--- config.mk ---
export PLATFORM = sky130hd
export DESIGN_NAME = debounce_seven_seg
export DESIGN_NICKNAME = d
export VERILOG_FILES = /design/src/rtl/debounce_seven_seg_pkg.sv /design/src/rtl/debounce_seven_seg_button_debounce.sv /design/src/rtl/debounce_seven_seg.sv
export SDC_FILE = /design/constraint.sdc
export NUM_CORES = 1
export LEC_CHECK = 0
export ABC_AREA = 1
export BUFFER_PORTS_ARGS = -buffer_cell sky130_fd_sc_hd__buf_2
export CORE_MARGIN = 5
export CORE_UTILIZATION = 55
export DETAILED_ROUTE_END_ITERATION = 7
export MAX_ROUTING_LAYER = met4
export PLACE_DENSITY = 0.82
export SYNTH_ARGS = -nofsm -noshare
export SYNTH_HDL_FRONTEND = slang
export SYNTH_HIERARCHICAL = 1
export SYNTH_SLANG_ARGS = --single-unit
--- constraint.sdc ---
create_clock -name clock -period 3.2 [get_ports clock]
set_input_delay 0.16 -clock clock [delete_from_list [all_inputs] [get_ports clock]]
set_output_delay 0.16 -clock clock [all_outputs]
set_load 0.02 [all_outputs]
--- src/rtl/debounce_seven_seg_pkg.sv ---
// Shared constants for the debouncer / seven-segment front end: segment codes,
// scan-state encoding and digit count.
package debounce_seven_seg_pkg;

   localparam int NUM_DIGITS = 8;

   // Active-low segment codes, bit order {g,f,e,d,c,b,a}
   localparam logic [6:0] SEG_0     = 7'b1000000;
   localparam logic [6:0] SEG_1     = 7'b1111001;
   localparam logic [6:0] SEG_2     = 7'b0100100;
   localparam logic [6:0] SEG_3     = 7'b0110000;
   localparam logic [6:0] SEG_4     = 7'b0011001;
   localparam logic [6:0] SEG_5     = 7'b0010010;
   localparam logic [6:0] SEG_6     = 7'b0000010;
   localparam logic [6:0] SEG_7     = 7'b1111000;
   localparam logic [6:0] SEG_8     = 7'b0000000;
   localparam logic [6:0] SEG_9     = 7'b0010000;
   localparam logic [6:0] SEG_A     = 7'b0001000;
   localparam logic [6:0] SEG_B     = 7'b0000011;
   localparam logic [6:0] SEG_C     = 7'b1000110;
   localparam logic [6:0] SEG_D     = 7'b0100001;
   localparam logic [6:0] SEG_E     = 7'b0000110;
   localparam logic [6:0] SEG_F     = 7'b0001110;
   localparam logic [6:0] SEG_BLANK = 7'b1111111;

   typedef enum logic [2:0] {
      DIG0, DIG1, DIG2, DIG3, DIG4, DIG5, DIG6, DIG7
   } scan_state_t;

   function automatic logic [6:0] seg_decode(input logic [3:0] nib);
      logic [6:0] seg;
      case (nib)
         4'h0: seg = SEG_0;
         4'h1: seg = SEG_1;
         4'h2: seg = SEG_2;
         4'h3: seg = SEG_3;
         4'h4: seg = SEG_4;
         4'h5: seg = SEG_5;
         4'h6: seg = SEG_6;
         4'h7: seg = SEG_7;
         4'h8: seg = SEG_8;
         4'h9: seg = SEG_9;
         4'hA: seg = SEG_A;
         4'hB: seg = SEG_B;
         4'hC: seg = SEG_C;
         4'hD: seg = SEG_D;
         4'hE: seg = SEG_E;
         default: seg = SEG_F;
      endcase
      return seg;
   endfunction

endpackage

--- src/rtl/debounce_seven_seg_button_debounce.sv ---
// Button debouncer: 2-flop synchronizer, stability counter, registered level
// and one-cycle rising-edge pulse.
module button_debounce
   import debounce_seven_seg_pkg::*;
#(
   parameter int DEBOUNCE_CYCLES = 1_000_000
) (
   input  logic clock,
   input  logic reset,
   input  logic btn_raw,
   output logic btn_db,
   output logic btn_rise
);

   localparam int CW = (DEBOUNCE_CYCLES > 1) ? $clog2(DEBOUNCE_CYCLES) : 1;
   localparam logic [CW-1:0] CNT_LAST = CW'(DEBOUNCE_CYCLES - 1);

   logic          sync_q;
   logic          btn_sync;
   logic [CW-1:0] stab_cnt;

   always_ff @(posedge clock) begin
      if (reset) begin
         sync_q   <= 1'b0;
         btn_sync <= 1'b0;
         stab_cnt <= '0;
         btn_db   <= 1'b0;
         btn_rise <= 1'b0;
      end else begin
         sync_q   <= btn_raw;
         btn_sync <= sync_q;
         btn_rise <= 1'b0;
         if (btn_sync != btn_db) begin
            // Level flips only after DEBOUNCE_CYCLES consecutive differing samples
            if (stab_cnt == CNT_LAST) begin
               btn_db   <= ~btn_db;
               btn_rise <= ~btn_db;
               stab_cnt <= '0;
            end else begin
               stab_cnt <= stab_cnt + 1'b1;
            end
         end else begin
            stab_cnt <= '0;
         end
      end
   end

endmodule

--- src/rtl/debounce_seven_seg.sv ---
// Debounced button plus 8-digit multiplexed common-anode display (dec/hex).
// Build option LEADING_ZERO_BLANK_EN blanks leading zeros in decimal mode.
//
// state | meaning
// DIG0  | digit 0 (rightmost) lit; shadow value/mode captured on entry
// DIG1  | digit 1 lit
// DIG2  | digit 2 lit in decimal mode, dark in hex
// DIG3-7| all digits dark (anode all ones)
module debounce_seven_seg
   import debounce_seven_seg_pkg::*;
#(
   parameter int DEBOUNCE_CYCLES = 1_000_000,
   parameter int REFRESH_CYCLES  = 100_000
) (
   input  logic                  clock,
   input  logic                  reset,
   input  logic                  btn_raw,
   input  logic                  mode,
   input  logic [7:0]            value,
   output logic                  btn_db,
   output logic                  btn_rise,
   output logic [6:0]            cathode,
   output logic [NUM_DIGITS-1:0] anode
);

   localparam int RW = (REFRESH_CYCLES > 1) ? $clog2(REFRESH_CYCLES) : 1;
   localparam logic [RW-1:0] REF_LAST = RW'(REFRESH_CYCLES - 1);

   button_debounce #(
      .DEBOUNCE_CYCLES (DEBOUNCE_CYCLES)
   ) u_button_debounce (
      .clock    (clock),
      .reset    (reset),
      .btn_raw  (btn_raw),
      .btn_db   (btn_db),
      .btn_rise (btn_rise)
   );

   logic [RW-1:0]         ref_cnt;
   logic                  ref_wrap;
   scan_state_t           state;
   scan_state_t           state_nxt;
   logic [7:0]            shadow_value;
   logic                  shadow_mode;
   logic [7:0]            tens_all;
   logic [3:0]            dig_ones;
   logic [3:0]            dig_tens;
   logic [3:0]            dig_hund;
   logic [3:0]            nib;
   logic                  lit;
   logic                  blank;
   logic [NUM_DIGITS-1:0] anode_nxt;
   logic [6:0]            cathode_nxt;

   assign ref_wrap = (ref_cnt == REF_LAST);

   always_ff @(posedge clock) begin
      if (reset) begin
         ref_cnt <= '0;
      end else if (ref_wrap) begin
         ref_cnt <= '0;
      end else begin
         ref_cnt <= ref_cnt + 1'b1;
      end
   end

   always_ff @(posedge clock) begin
      if (reset) begin
         state <= DIG0;
      end else begin
         state <= state_nxt;
      end
   end

   always_comb begin
      state_nxt = state;
      if (ref_wrap) begin
         state_nxt = scan_state_t'(state + 3'd1);
      end
   end

   // Snapshot on the DIG7->DIG0 step so a whole scan shows one consistent value
   always_ff @(posedge clock) begin
      if (reset) begin
         shadow_value <= 8'd0;
         shadow_mode  <= 1'b1;
      end else if (ref_wrap && (state == DIG7)) begin
         shadow_value <= value;
         shadow_mode  <= mode;
      end
   end

   always_comb begin
      tens_all = shadow_value / 8'd10;
      dig_ones = 4'(shadow_value % 8'd10);
      dig_tens = 4'(tens_all % 8'd10);
      dig_hund = 4'(shadow_value / 8'd100);
   end

   always_comb begin
      anode_nxt   = '1;
      cathode_nxt = SEG_BLANK;
      nib         = 4'd0;
      lit         = 1'b0;
      blank       = 1'b0;
      if (shadow_mode) begin
         case (state)
            DIG0: begin
               lit = 1'b1;
               nib = dig_ones;
            end
            DIG1: begin
               lit = 1'b1;
               nib = dig_tens;
`ifdef LEADING_ZERO_BLANK_EN
               blank = (dig_hund == 4'd0) && (dig_tens == 4'd0);
`else
               blank = 1'b0;
`endif
            end
            DIG2: begin
               lit = 1'b1;
               nib = dig_hund;
`ifdef LEADING_ZERO_BLANK_EN
               blank = (dig_hund == 4'd0);
`else
               blank = 1'b0;
`endif
            end
            default: lit = 1'b0;
         endcase
      end else begin
         case (state)
            DIG0: begin
               lit = 1'b1;
               nib = shadow_value[3:0];
            end
            DIG1: begin
               lit = 1'b1;
               nib = shadow_value[7:4];
            end
            default: lit = 1'b0;
         endcase
      end
      if (lit) begin
         anode_nxt   = ~(NUM_DIGITS'(1) << state);
         cathode_nxt = blank ? SEG_BLANK : seg_decode(nib);
      end
   end

   always_ff @(posedge clock) begin
      if (reset) begin
         anode   <= '1;
         cathode <= SEG_BLANK;
      end else begin
         anode   <= anode_nxt;
         cathode <= cathode_nxt;
      end
   end

endmodule

==> results.ini <==
[outcome]
status = finished with violations
violations = setup timing

[routing]
drc = 0
first_pass_iters = 5
wl_per_cell_um = 12.45
drt-initial-drc-count = 201
ant_nets = 0
viasPerCell = 5.252
vias = 3981
drt_wl_total_mm = 9.436

[clocking]
clockBufferDepth = 2
cts_tree = built
htreeDepth = 3
clkLatencyLatePin_ns = 0.34
numCtsBuffers = 9
clkSlewWorstSetupHoldPaths_ns = 0.08
cts_root_buf = clkbuf_8
clock-sinks = 68

[setup_path]
critPathMaxFanout = 6
worstPathRequired_ns = 3.40
critPathKind = reg -> reg
startpoint_type = flop
arrival_ns = 3.60
r2r_slack_ns = -0.20
critPathBufInv = 5
worstSetupEndpointType = flop
crit_path_frequent_cell = nand2_2
cp_slowest_cell = dfxtp_2
slowest_delay_ns = 0.34
crit_family = simple AND/OR/NAND/NOR gates

[floorplan]
ios = 29
core_area_um2 = 7176
die_h_um = 95.43
initial_core_util = 0.5594
die_w_um = 95.43
dieArea_um2 = 9106
rows = 31

[synth]
synth-main-ff-cell = dfxtp_1
netlist.area_leader.share = 0.3392
netlist_instances = 584
synth_top_family_by_area = simple AND/OR/NAND/NOR gates
synth_area_leaders = dfxtp_1, nand2_1, nor2_1, nand3_1, inv_1
synth_cell_types = 48
seq_area_frac_synth = 0.3392
synthAdderAreaFrac = 0.04988
syn_area_um2 = 4014
async_flop_share = 0
syn_area_per_cell_um2 = 6.873
muxShareOfSynthArea = 0.002494
synthXorXnorAreaFrac = 0.03273
synth.most_common_cell = nand2_1
ys_seq_elements = 68
synth_largest_area_cell = dfxtp_1
yosysWarningCount = 6
synthSimpleGateAreaFrac = 0.4037
synth-edff-count = 0
synth_compound_area_frac = 0.09632
synth_commonest_cells = nand2_1, nor2_1, dfxtp_1, inv_1, nand3_1

[pwr]
power.density_nw_per_um2 = 333.5
swShare = 0.2250
p_leak_nw = 2.127
ir_drop_mv = 0.2882
seqPwrFrac = 0.522
p_int_mw = 1.276
power.total_mw = 1.646
clock_power_share = 0.448
p_switching_uw = 370.4
combPwrFrac = 0.030

[timing]
period_needed_ns = 3.402
rsz0062_at_grt = yes
hold_ws_ns = 0.02446
fmax_ghz = 0.2939
tns_ns = -1.153
finalCritPeriodShare = 1.063
hold_viol_final = 0
slew_violations = 0
finalSetupViolCount = 7
fin_skew_ns = 0.008916
worst_slew_pin_slew_ns = 0.7994
worst_slack_ns = -0.2024
slew-limit-headroom = 0.4671

[global_route]
grt_pass1_vias = 3840
grt_max_degree = 20
overflow = 0
grt_pass1_wl_mm = 16.24
antenna_found_initial = 0
grt_usage = 0.2240

[finish]
drive_gt1_frac = 0.2534
areaGrowthSynthToFinish_pct = 22.97
fin_area_um2 = 4936
fill_cells = 570
num_antenna_cells = 0
nets = 682
fin_util = 0.6879

[place]
dp_hpwl_mm = 6.748
port_buffers = 28
dpl-instance-area_um2 = 4487
gp_congestion = 0.9310

[flow_run]
drv_cap = 0

[hold_path]
hp-class = in -> reg

[cells by family after synthesis]
kind of cell / Yosys count
xor gates and xnor gates: 15
buffers and inverters: 78
and+or+nand+nor: 346
DFF: 68
adders and majority gates: 16
muxes: 1
AOI/OAI and AO/OA: 59
other: 1
[registers in the layout, indices dropped and copies added, names as in the netlist, 3 cells and up]
| register | count |
|---|---|
| shadow_value | 8 |
| anode | 8 |
| state | 3 |
| ref_cnt | 17 |
| cathode | 7 |
| u_button_debounce/stab_cnt | 20 |
[power by group through the flow]
| stage | combinational, mW | sequential, mW | clock (mW) |
|---|---|---|---|
| final | 0.0495 | 0.860 | 0.737 |
| after global routing | 0.0549 | 0.861 | 0.788 |
| after CTS | 0.0500 | 0.862 | 0.748 |
| after detailed placement | 0.0495 | 0.881 | 0 |
| after global placement | 0.0484 | 0.881 | 0 |
| after floorplan | 0.0211 | 0.890 | 0 |
[worst min-delay path: cells and delay by family]
| kind | cells | cell delay (ns) |
|---|---|---|
| buf+inv | 2 | 0.13 |
| simple gates | 1 | 0.03 |
[worst paths after layout]
kind	end	depth (start not counted)	start
worst max register to register	cathode[4]$_SDFF_PP1_	29	state[1]$_SDFFE_PP0P_
worst min register to register	u_button_debounce/btn_sync$_SDFF_PP0_	2	u_button_debounce/sync_q$_SDFF_PP0_
worst min-delay path	u_button_debounce/sync_q$_SDFF_PP0_	3	btn_raw
worst max-delay path	cathode[4]$_SDFF_PP1_	29	state[1]$_SDFFE_PP0P_
[through the flow]
stage / instances / worst slack, ns
after floorplan: 586 / 0.0005203
after global placement: 733 / -0.04714
after detailed placement: 733 / -0.2266
after CTS: 754 / -0.08530
after global routing: 758 / -0.4158
final: 758 / -0.2024
[layout by cell type, fill, tap and decap left out, types with 4 or more instances in the layout]
master    netlist  final
inv_1          64     61
nand2_1       135    127
dfxtp_1        68     63
nand3_1        52     49
nor2_4          3      4
inv_2           9      9
a21oi_1        21     21
ha_4            0      5
clkbuf_8        0     11
xnor2_1         4      4
o21ai_0         7      6
nor3_1          5      5
buf_4           0     33
ha_2            0      4
a211oi_1        9      9
buf_2           0     28
nand4_1        11     11
nor3b_1         6      6
nand3_2         6      7
xor2_1         11     11
nand2_4         2      7
ha_1           16      7
nor2_2          7      6
nand2_2        22     24
nor2_1         85     85
[metal layers]
metal | share of wire | vias to the layer above | routed length (µm) | global-route usage
met2 | 0.47 | 136 | 4415 | 0.3627
met3 | 0.057 | 29 | 534 | 0.04736
li1 | - | 2021 | - | -
met1 | 0.45 | 1795 | 4256 | 0.2752
met5 | 0 | - | 0 | -
met4 | 0.024 | 0 | 229 | 0.08294
[timing repair]
| action | CTS | global route |
|---|---|---|
| hold buffers | 0 | 0 |
| resized for setup | 33 | 9 |
| endpoints found under the setup margin | 7 | 7 |
| pin swaps | 19 | 9 |
| buffers inserted | 6 | 4 |
[final cells by class]
type                       count  area (µm²)  area share
timing repair buffer          62       399.1     0.08086
tap                           99       123.9     0.02510
multi-input combinational    440        2549      0.5163
sequential                    68        1373      0.2781
clock inverter                 5       58.81     0.01191
inverter                      73       281.5     0.05703
clock buffer                  11       151.4     0.03067
(Power assumes the default switching activity.)
